[config.mk]
export PLATFORM = sky130hd
export DESIGN_NAME = serial_adder_ctrl
export DESIGN_NICKNAME = d
export VERILOG_FILES = /design/src/rtl/serial_adder_ctrl.sv
export SDC_FILE = /design/constraint.sdc
export NUM_CORES = 1
export LEC_CHECK = 0
export ABC_CLOCK_PERIOD_IN_PS = 4200
export CORE_ASPECT_RATIO = 1.75
export CORE_MARGIN = 5
export CORE_UTILIZATION = 53
export DETAILED_ROUTE_END_ITERATION = 8
export PLACE_DENSITY = 0.84
export SETUP_SLACK_MARGIN = 0.05
export SYNTH_ARGS = -nofsm -noshare
export SYNTH_HDL_FRONTEND = slang
export SYNTH_SLANG_ARGS = --single-unit
[constraint.sdc]
create_clock -name clk -period 4.2 [get_ports clk]
set_input_delay 0.84 -clock clk [delete_from_list [all_inputs] [get_ports clk]]
set_output_delay 0.84 -clock clk [all_outputs]
set_load 0.05 [all_outputs]
[src/rtl/serial_adder_ctrl.sv]
// serial_adder_ctrl: bit-serial add sequencer.
// One 1-bit full adder is reused over WIDTH clocks, LSB first. The result is
// {cout,sum} = a + b + cin.
//
// Ports:
//   clk, rst_n          clock; synchronous active-low reset
//   in_valid/in_ready   operand handshake; in_ready is high only in IDLE
//   a, b, cin           operands; captured on the accept edge
//   out_valid/out_ready result handshake; out_valid is high only in DONE
//   sum, cout           result; held stable while in DONE
//   busy                high while in RUN or DONE
module serial_adder_ctrl #(
  parameter int WIDTH = 8
) (
  input  logic             clk,
  input  logic             rst_n,
  input  logic             in_valid,
  output logic             in_ready,
  input  logic [WIDTH-1:0] a,
  input  logic [WIDTH-1:0] b,
  input  logic             cin,
  output logic             out_valid,
  input  logic             out_ready,
  output logic [WIDTH-1:0] sum,
  output logic             cout,
  output logic             busy
);

  localparam int CNT_W = (WIDTH > 1) ? $clog2(WIDTH) : 1;
  localparam logic [CNT_W-1:0] LAST = CNT_W'(WIDTH - 1);

  typedef enum logic [1:0] {
    IDLE = 2'b00,
    RUN  = 2'b01,
    DONE = 2'b10
  } state_t;

  state_t           state;
  state_t           state_nx;
  logic [CNT_W-1:0] cnt;
  logic [WIDTH-1:0] a_sh;
  logic [WIDTH-1:0] b_sh;
  logic [WIDTH-1:0] sum_r;
  logic             carry;
  logic             cout_r;
  logic             fa_sum;
  logic             fa_carry;
  logic             last_bit;

  // The shared 1-bit adder slice.
  assign fa_sum   = a_sh[0] ^ b_sh[0] ^ carry;
  assign fa_carry = (a_sh[0] & b_sh[0]) | (a_sh[0] & carry) | (b_sh[0] & carry);
  assign last_bit = (cnt == LAST);

  always_ff @(posedge clk) begin
    if (!rst_n) state <= IDLE;
    else        state <= state_nx;
  end

  always_comb begin
    state_nx  = state;
    in_ready  = 1'b0;
    out_valid = 1'b0;
    busy      = 1'b0;
    case (state)
      IDLE: begin
        in_ready = 1'b1;
        if (in_valid) state_nx = RUN;
      end
      RUN: begin
        busy = 1'b1;
        if (last_bit) state_nx = DONE;
      end
      DONE: begin
        busy      = 1'b1;
        out_valid = 1'b1;
        if (out_ready) state_nx = IDLE;
      end
      default: state_nx = IDLE;
    endcase
  end

  always_ff @(posedge clk) begin
    if (!rst_n) begin
      cnt    <= '0;
      a_sh   <= '0;
      b_sh   <= '0;
      sum_r  <= '0;
      carry  <= 1'b0;
      cout_r <= 1'b0;
    end else begin
      case (state)
        IDLE: begin
          if (in_valid) begin
            a_sh  <= a;
            b_sh  <= b;
            carry <= cin;
            cnt   <= '0;
          end
        end
        RUN: begin
          carry <= fa_carry;
          // The new sum bit enters at the MSB. Taking the shift through a
          // WIDTH+1 vector keeps this legal when WIDTH is 1.
          sum_r <= WIDTH'({fa_sum, sum_r} >> 1);
          a_sh  <= a_sh >> 1;
          b_sh  <= b_sh >> 1;
          // The counter wraps to 0 on the last bit, so it stays 0 when WIDTH is 1.
          cnt   <= last_bit ? '0 : cnt + CNT_W'(1);
          if (last_bit) cout_r <= fa_carry;
        end
        default: ;
      endcase
    end
  end

  assign sum  = sum_r;
  assign cout = cout_r;

endmodule

==> flow_summary.ini, run 1 <==
[timing]
slew_headroom_pct = 35.3
max_freq_mhz = 372
maxSlewViolCount = 0
layout_setup_ws_ns = 1.51
setup_viol = 0
setup_tns_ns = 0
timing.final.hold_violations = 0
tightestPinTransition_ns = 0.967
clock-skew-final_ns = 0.00397
rsz0062_at_grt = no
finalCritPeriodShare_pct = 64.1
period_needed_ns = 2.69

[synthesis]
syn_nets = 167
syn_area_per_cell_sq_um = 10.4
synth_top_area_share_pct = 43.0
synth_top_family_by_area = multiplexers
synth.area.mux_share_pct = 18.8
synth_adder_area_share_pct = 6.59
ys_seq_area_share_pct = 43.0
synthCells = 139
synth_warnings = 0
synth_top_area_cell = dfxtp_1
synth_xor_area_share_pct = 0
synth-compound-area-share_pct = 14.5
ys_seq_elements = 31
synth_area_leaders = dfxtp_1, mux2i_1, o211a_1, nand2_1, ha_1
synth.distinct_cells = 21
syn_area_sq_um = 1440
yosys.area_share.simple_pct = 12.6

[global_route]
grt_max_degree = 34
grt_pass1_vias = 1133
grt_antenna_before_repair = 0
overflow = 0
grt_pass1_wl_mm = 4.77
grt_usage_pct = 16.1

[pwr]
ir_worst_vdd_mv = 0.374
total_leakage_power_nw = 0.842
p_per_area_nw_per_um2 = 611

[place]
hpwl_mm = 2.05
dpl_worst_slack_ns = 1.82
portBuffers = 32
gp_congestion = 0.691

[finish]
seq_area_sq_um = 621
multiInputGateArea_sq_um = 757
final_common_cell = clkdlybuf4s50_1
drive_gt1_share_pct = 6.43
insertedDiodeCount = 0
layout.nets = 198
fill_cells = 213
area_growth_syn_to_layout_pct = 28.5
layout_common_cells = clkdlybuf4s50_1, dfxtp_1, mux2i_1

[setup_path]
critPathArrivalTime_ns = 1.85
cp_max_fo = 5
setup.worst_path.class = flip-flop to output pin
cp-end-kind = output pin
startpoint_type = flip-flop
worstPathRequired_ns = 3.36

[hold_path]
hold_class = flip-flop to flip-flop

[route]
postRouteAntennaNets = 0
firstDrtPassIters = 4
avgViaCountPerCell = 5.62
wl_per_cell_um = 14.4
drt-total-wl_mm = 2.85
num_vias = 1113
first_iter_violations = 12
drc = 0

[die]
coreArea_sq_um = 2660
start_util_pct = 54.3
die_x_um = 49.4
die_y_um = 79.0
dieArea_sq_um = 3910
rows = 25
ios = 33

[clock_network]
clk_pin_slew_ns = 0.06
h-tree-depth = 2
cts.path.max_buffers = 2
hold_buffers = 0
numClockSinks = 31
ctsResizeCount = 0
cts_inserted_buffers = 5
cts_root_buf = clkbuf_8
worstSkewPairLatency_ns = 0.29
cts_tree = yes
post_cts.repair.setup_buffers = 0

[run_status]
status = complete, no violations

[run]
maxCapViolCount = 0
==> flip-flops by register name (all words and copies together), names as in the netlist <==
| signal | cells |
|---|---|
| a_sh | 8 |
| b_sh | 8 |
| carry | 1 |
| cnt | 3 |
| cout | 1 |
| state | 2 |
| sum | 8 |
==> metrics by stage <==
step	std cells	util, %	power (W)	cell area (sq um)	hold slack (ns)
3_5_place_dp	190	66.0	0.000884	1750	0.474
5_1_grt	198	69.7	0.00120	1850	0.511
3_3_place_gp	190	66.0	0.000865	1750	0.457
4_1_cts	198	69.7	0.00115	1850	0.482
6_report	198	69.7	0.00113	1850	0.472
2_1_floorplan	139	-	0.000784	1440	0.441
==> where the power goes <==
| part | total [W] | internal [W] | switching, W | leakage, nW |
|---|---|---|---|---|
| combinational | 0.000461 | 0.000203 | 0.000258 | 0.537 |
| clock | 0.000258 | 0.000149 | 0.000109 | 0.0515 |
| sequential | 0.000413 | 0.000368 | 0.0000451 | 0.254 |
| total | 0.00113 | 0.000720 | 0.000412 | 0.842 |
==> cells in the mapped netlist <==
cell type,number
dfxtp_1,31
mux2i_1,26
nand2_1,24
o211a_1,15
nor2b_1,10
ha_1,6
buf_2,4
a21boi_0,3
clkbuf_1,3
inv_1,3
nand3_1,3
a32oi_1,2
a21boi_1,1
buf_4,1
buf_6,1
fa_1,1
inv_2,1
mux2_2,1
nand2b_1,1
o221a_2,1
or4_1,1
==> cell type report <==
type,count,area share (%)
well taps,27,1.82
flip-flops and latches,31,33.5
repair buffers,33,17.7
clock buffers,8,5.40
inverters,4,0.810
multi-input cells,95,40.8
==> final timing paths <==
kind                 start       end  slack [ns]  depth (start not counted)
setup / recovery  state[1]  in_ready        1.51                          3
hold / removal        cout      cout        0.47                          2
setup reg to reg  state[1]   a_sh[0]        1.96                          5
hold reg to reg       cout      cout        0.47                          2
==> routing by layer <==
metal / wire length, um / global-route usage [%] / share of wire, % / up-vias
met5: 0 / 0 / 0 / -
met4: 105 / 12.6 / 3.7 / 0
met3: 185 / 4.69 / 6.5 / 8
met2: 1500 / 28.4 / 53 / 32
met1: 1060 / 15.0 / 37 / 524
li1: - / - / - / 549
==> kinds of logic (layout without fill, tap and decap cells) <==
family                   after synthesis  count (layout)
flip-flops                            31              31
AND/OR/NAND/NOR                       39              39
multiplexers                          27              27
buffers and inverters                 13              45
AO/OA/AOI/OAI                         22              22
adder cells (fa/ha/maj)                7               7
==> critical path, cell delays in order (launching register included) <==
cell and delay, ns:
dfxtp_1 0.32, inv_1 0.11, ha_1 0.28, clkdlybuf4s50_1 0.84
(Power assumes the default switching activity.)
==> run 2: changes to the inputs <==
--- a/config.mk
+++ b/config.mk
@@ -5,12 +5,12 @@
 export SDC_FILE = /design/constraint.sdc
 export NUM_CORES = 1
 export LEC_CHECK = 0
-export ABC_CLOCK_PERIOD_IN_PS = 4200
+export ABC_CLOCK_PERIOD_IN_PS = 2400
 export CORE_ASPECT_RATIO = 1.75
 export CORE_MARGIN = 5
-export CORE_UTILIZATION = 53
+export CORE_UTILIZATION = 44
 export DETAILED_ROUTE_END_ITERATION = 8
-export PLACE_DENSITY = 0.84
+export PLACE_DENSITY = 0.74
 export SETUP_SLACK_MARGIN = 0.05
 export SYNTH_ARGS = -nofsm -noshare
 export SYNTH_HDL_FRONTEND = slang
==> constraint.sdc (replaced) <==
create_clock -name clk -period 2.4 [get_ports clk]
set_input_delay 0.48 -clock clk [delete_from_list [all_inputs] [get_ports clk]]
set_output_delay 0.48 -clock clk [all_outputs]
set_load 0.05 [all_outputs]
==> flow_summary.ini, run 2 (synthesis results as in run 1) <==
[clock_network]
worstSkewPairLatency_ns = 0.28
cts_inserted_buffers = 5
cts.path.max_buffers = 2
cts_tree = yes
numClockSinks = 31
h-tree-depth = 2
cts_root_buf = clkbuf_8
clk_pin_slew_ns = 0.07
hold_buffers = 0

[global_route]
grt_antenna_before_repair = 0
overflow = 0
grt_usage_pct = 14.5
grt_max_degree = 34
grt_pass1_vias = 1141
grt_pass1_wl_mm = 4.93

[finish]
fill_cells = 275
drive_gt1_share_pct = 8.62
layout.nets = 201
layout_common_cells = dfxtp_1, clkdlybuf4s50_1, mux2i_1
insertedDiodeCount = 0
final_common_cell = dfxtp_1
area_growth_syn_to_layout_pct = 33.0

[pwr]
p_per_area_nw_per_um2 = 1080
total_power_w = 0.00207
total_leakage_power_nw = 0.885
ir_worst_vdd_mv = 0.605

[setup_path]
cp-end-kind = output pin
cp_slowest_stage_delay_ns = 0.81
crit_chain = inv_1 > ha_1 > clkdlybuf4s50_1
worstPathRequired_ns = 1.92
cp_slowest_cell = clkdlybuf4s50_1
cp_top_family = buffers and inverters
critPathArrivalTime_ns = 1.69
setup.worst_path.class = flip-flop to output pin
startpoint_type = flip-flop
cp_max_fo = 4
crit_buf_inv = 2

[die]
dieArea_sq_um = 4570
die_x_um = 53.3
rows = 27
ios = 33
start_util_pct = 45.9
die_y_um = 85.7
coreArea_sq_um = 3140

[timing]
setup_tns_ns = 0
setup_viol = 0
max_freq_mhz = 461
timing.final.hold_violations = 0
period_needed_ns = 2.17
finalCritPeriodShare_pct = 90.4
maxSlewViolCount = 0
clock-skew-final_ns = 0.00610
slew_headroom_pct = 63.5
layout_setup_ws_ns = 0.231
rsz0062_at_grt = no
tightestPinTransition_ns = 0.548

[place]
portBuffers = 32
hpwl_mm = 2.08
gp_congestion = 0.739
dpl_worst_slack_ns = 0.388

[route]
avgViaCountPerCell = 5.16
wl_per_cell_um = 13.3
firstDrtPassIters = 2
drc = 0
postRouteAntennaNets = 0
first_iter_violations = 20
num_vias = 1119
drt-total-wl_mm = 2.90

[hold_path]
hold_class = flip-flop to flip-flop

[run_status]
status = complete, no violations

[run]
maxCapViolCount = 0
run 2: changes by cell type in the layout (fill, tap and decap cells not counted), sizes merged:
| cell | previous run | this run |
|---|---|---|
| buf | 1 | 4 |
| bufinv | 0 | 1 |
| clkbuf | 8 | 6 |
| clkdlybuf4s50 | 32 | 30 |
| clkinv | 0 | 1 |
| dlymetal6s2s | 0 | 2 |
run 2: path summary, 6_finish.rpt:
kind	start	cells after the start	slack, ns	endpoint
setup reg to reg	state[0]	5	0.67	carry
setup / recovery	state[0]	3	0.23	out_valid
hold reg to reg	cout	2	0.47	cout
hold / removal	cout	2	0.47	cout
run 2: routing by layer:
layer	global-route usage (%)	vias to the layer above	wire length, um
met5	0	-	0
met4	8.84	0	88
met3	4.17	9	140
met2	26.1	25	1580
met1	13.6	531	1090
li1	-	554	-
run 2: layout make-up:
class                           instances  area [sq um]  share of cell area [%]
Clock buffer                            6          82.6                    4.30
Inverter                                4          15.0                   0.782
Timing Repair Buffer                   36           355                    18.5
Tap cell                               43          53.8                    2.80
Multi-Input combinational cell         95           757                    39.4
Clock inverter                          2          35.0                    1.83
Sequential cell                        31           621                    32.3
run 2: tightest hold or removal path, stage by stage, from the launching register on:
cell      delay [ns]
dfxtp_1         0.31
nand2_1         0.05
a21boi_0        0.07
run 2: report_power, final:
part           internal [W]  switching, W  leakage, nW
Sequential         0.000644     0.0000781        0.254
Combinational      0.000359      0.000456        0.570
Clock              0.000336      0.000196       0.0612
Total               0.00134      0.000730        0.885
run 2: timing repair:
action / 4_1_cts / 5_1_grt
endpoints found under the setup margin: 0 / 2
buffers inserted: 0 / 0
gates resized for setup: 0 / 2
run 2: through the flow:
| step | instance area, sq um | hold WS, ns | std cells | utilization (%) |
|---|---|---|---|---|
| global placement | 1800 | 0.456 | 209 | 57.2 |
| global route | 1920 | 0.501 | 217 | 61.1 |
| detailed placement | 1800 | 0.466 | 209 | 57.2 |
| floorplan | 1440 | 0.441 | 139 | - |
| finish | 1920 | 0.471 | 217 | 61.1 |
| CTS | 1910 | 0.475 | 217 | 60.9 |
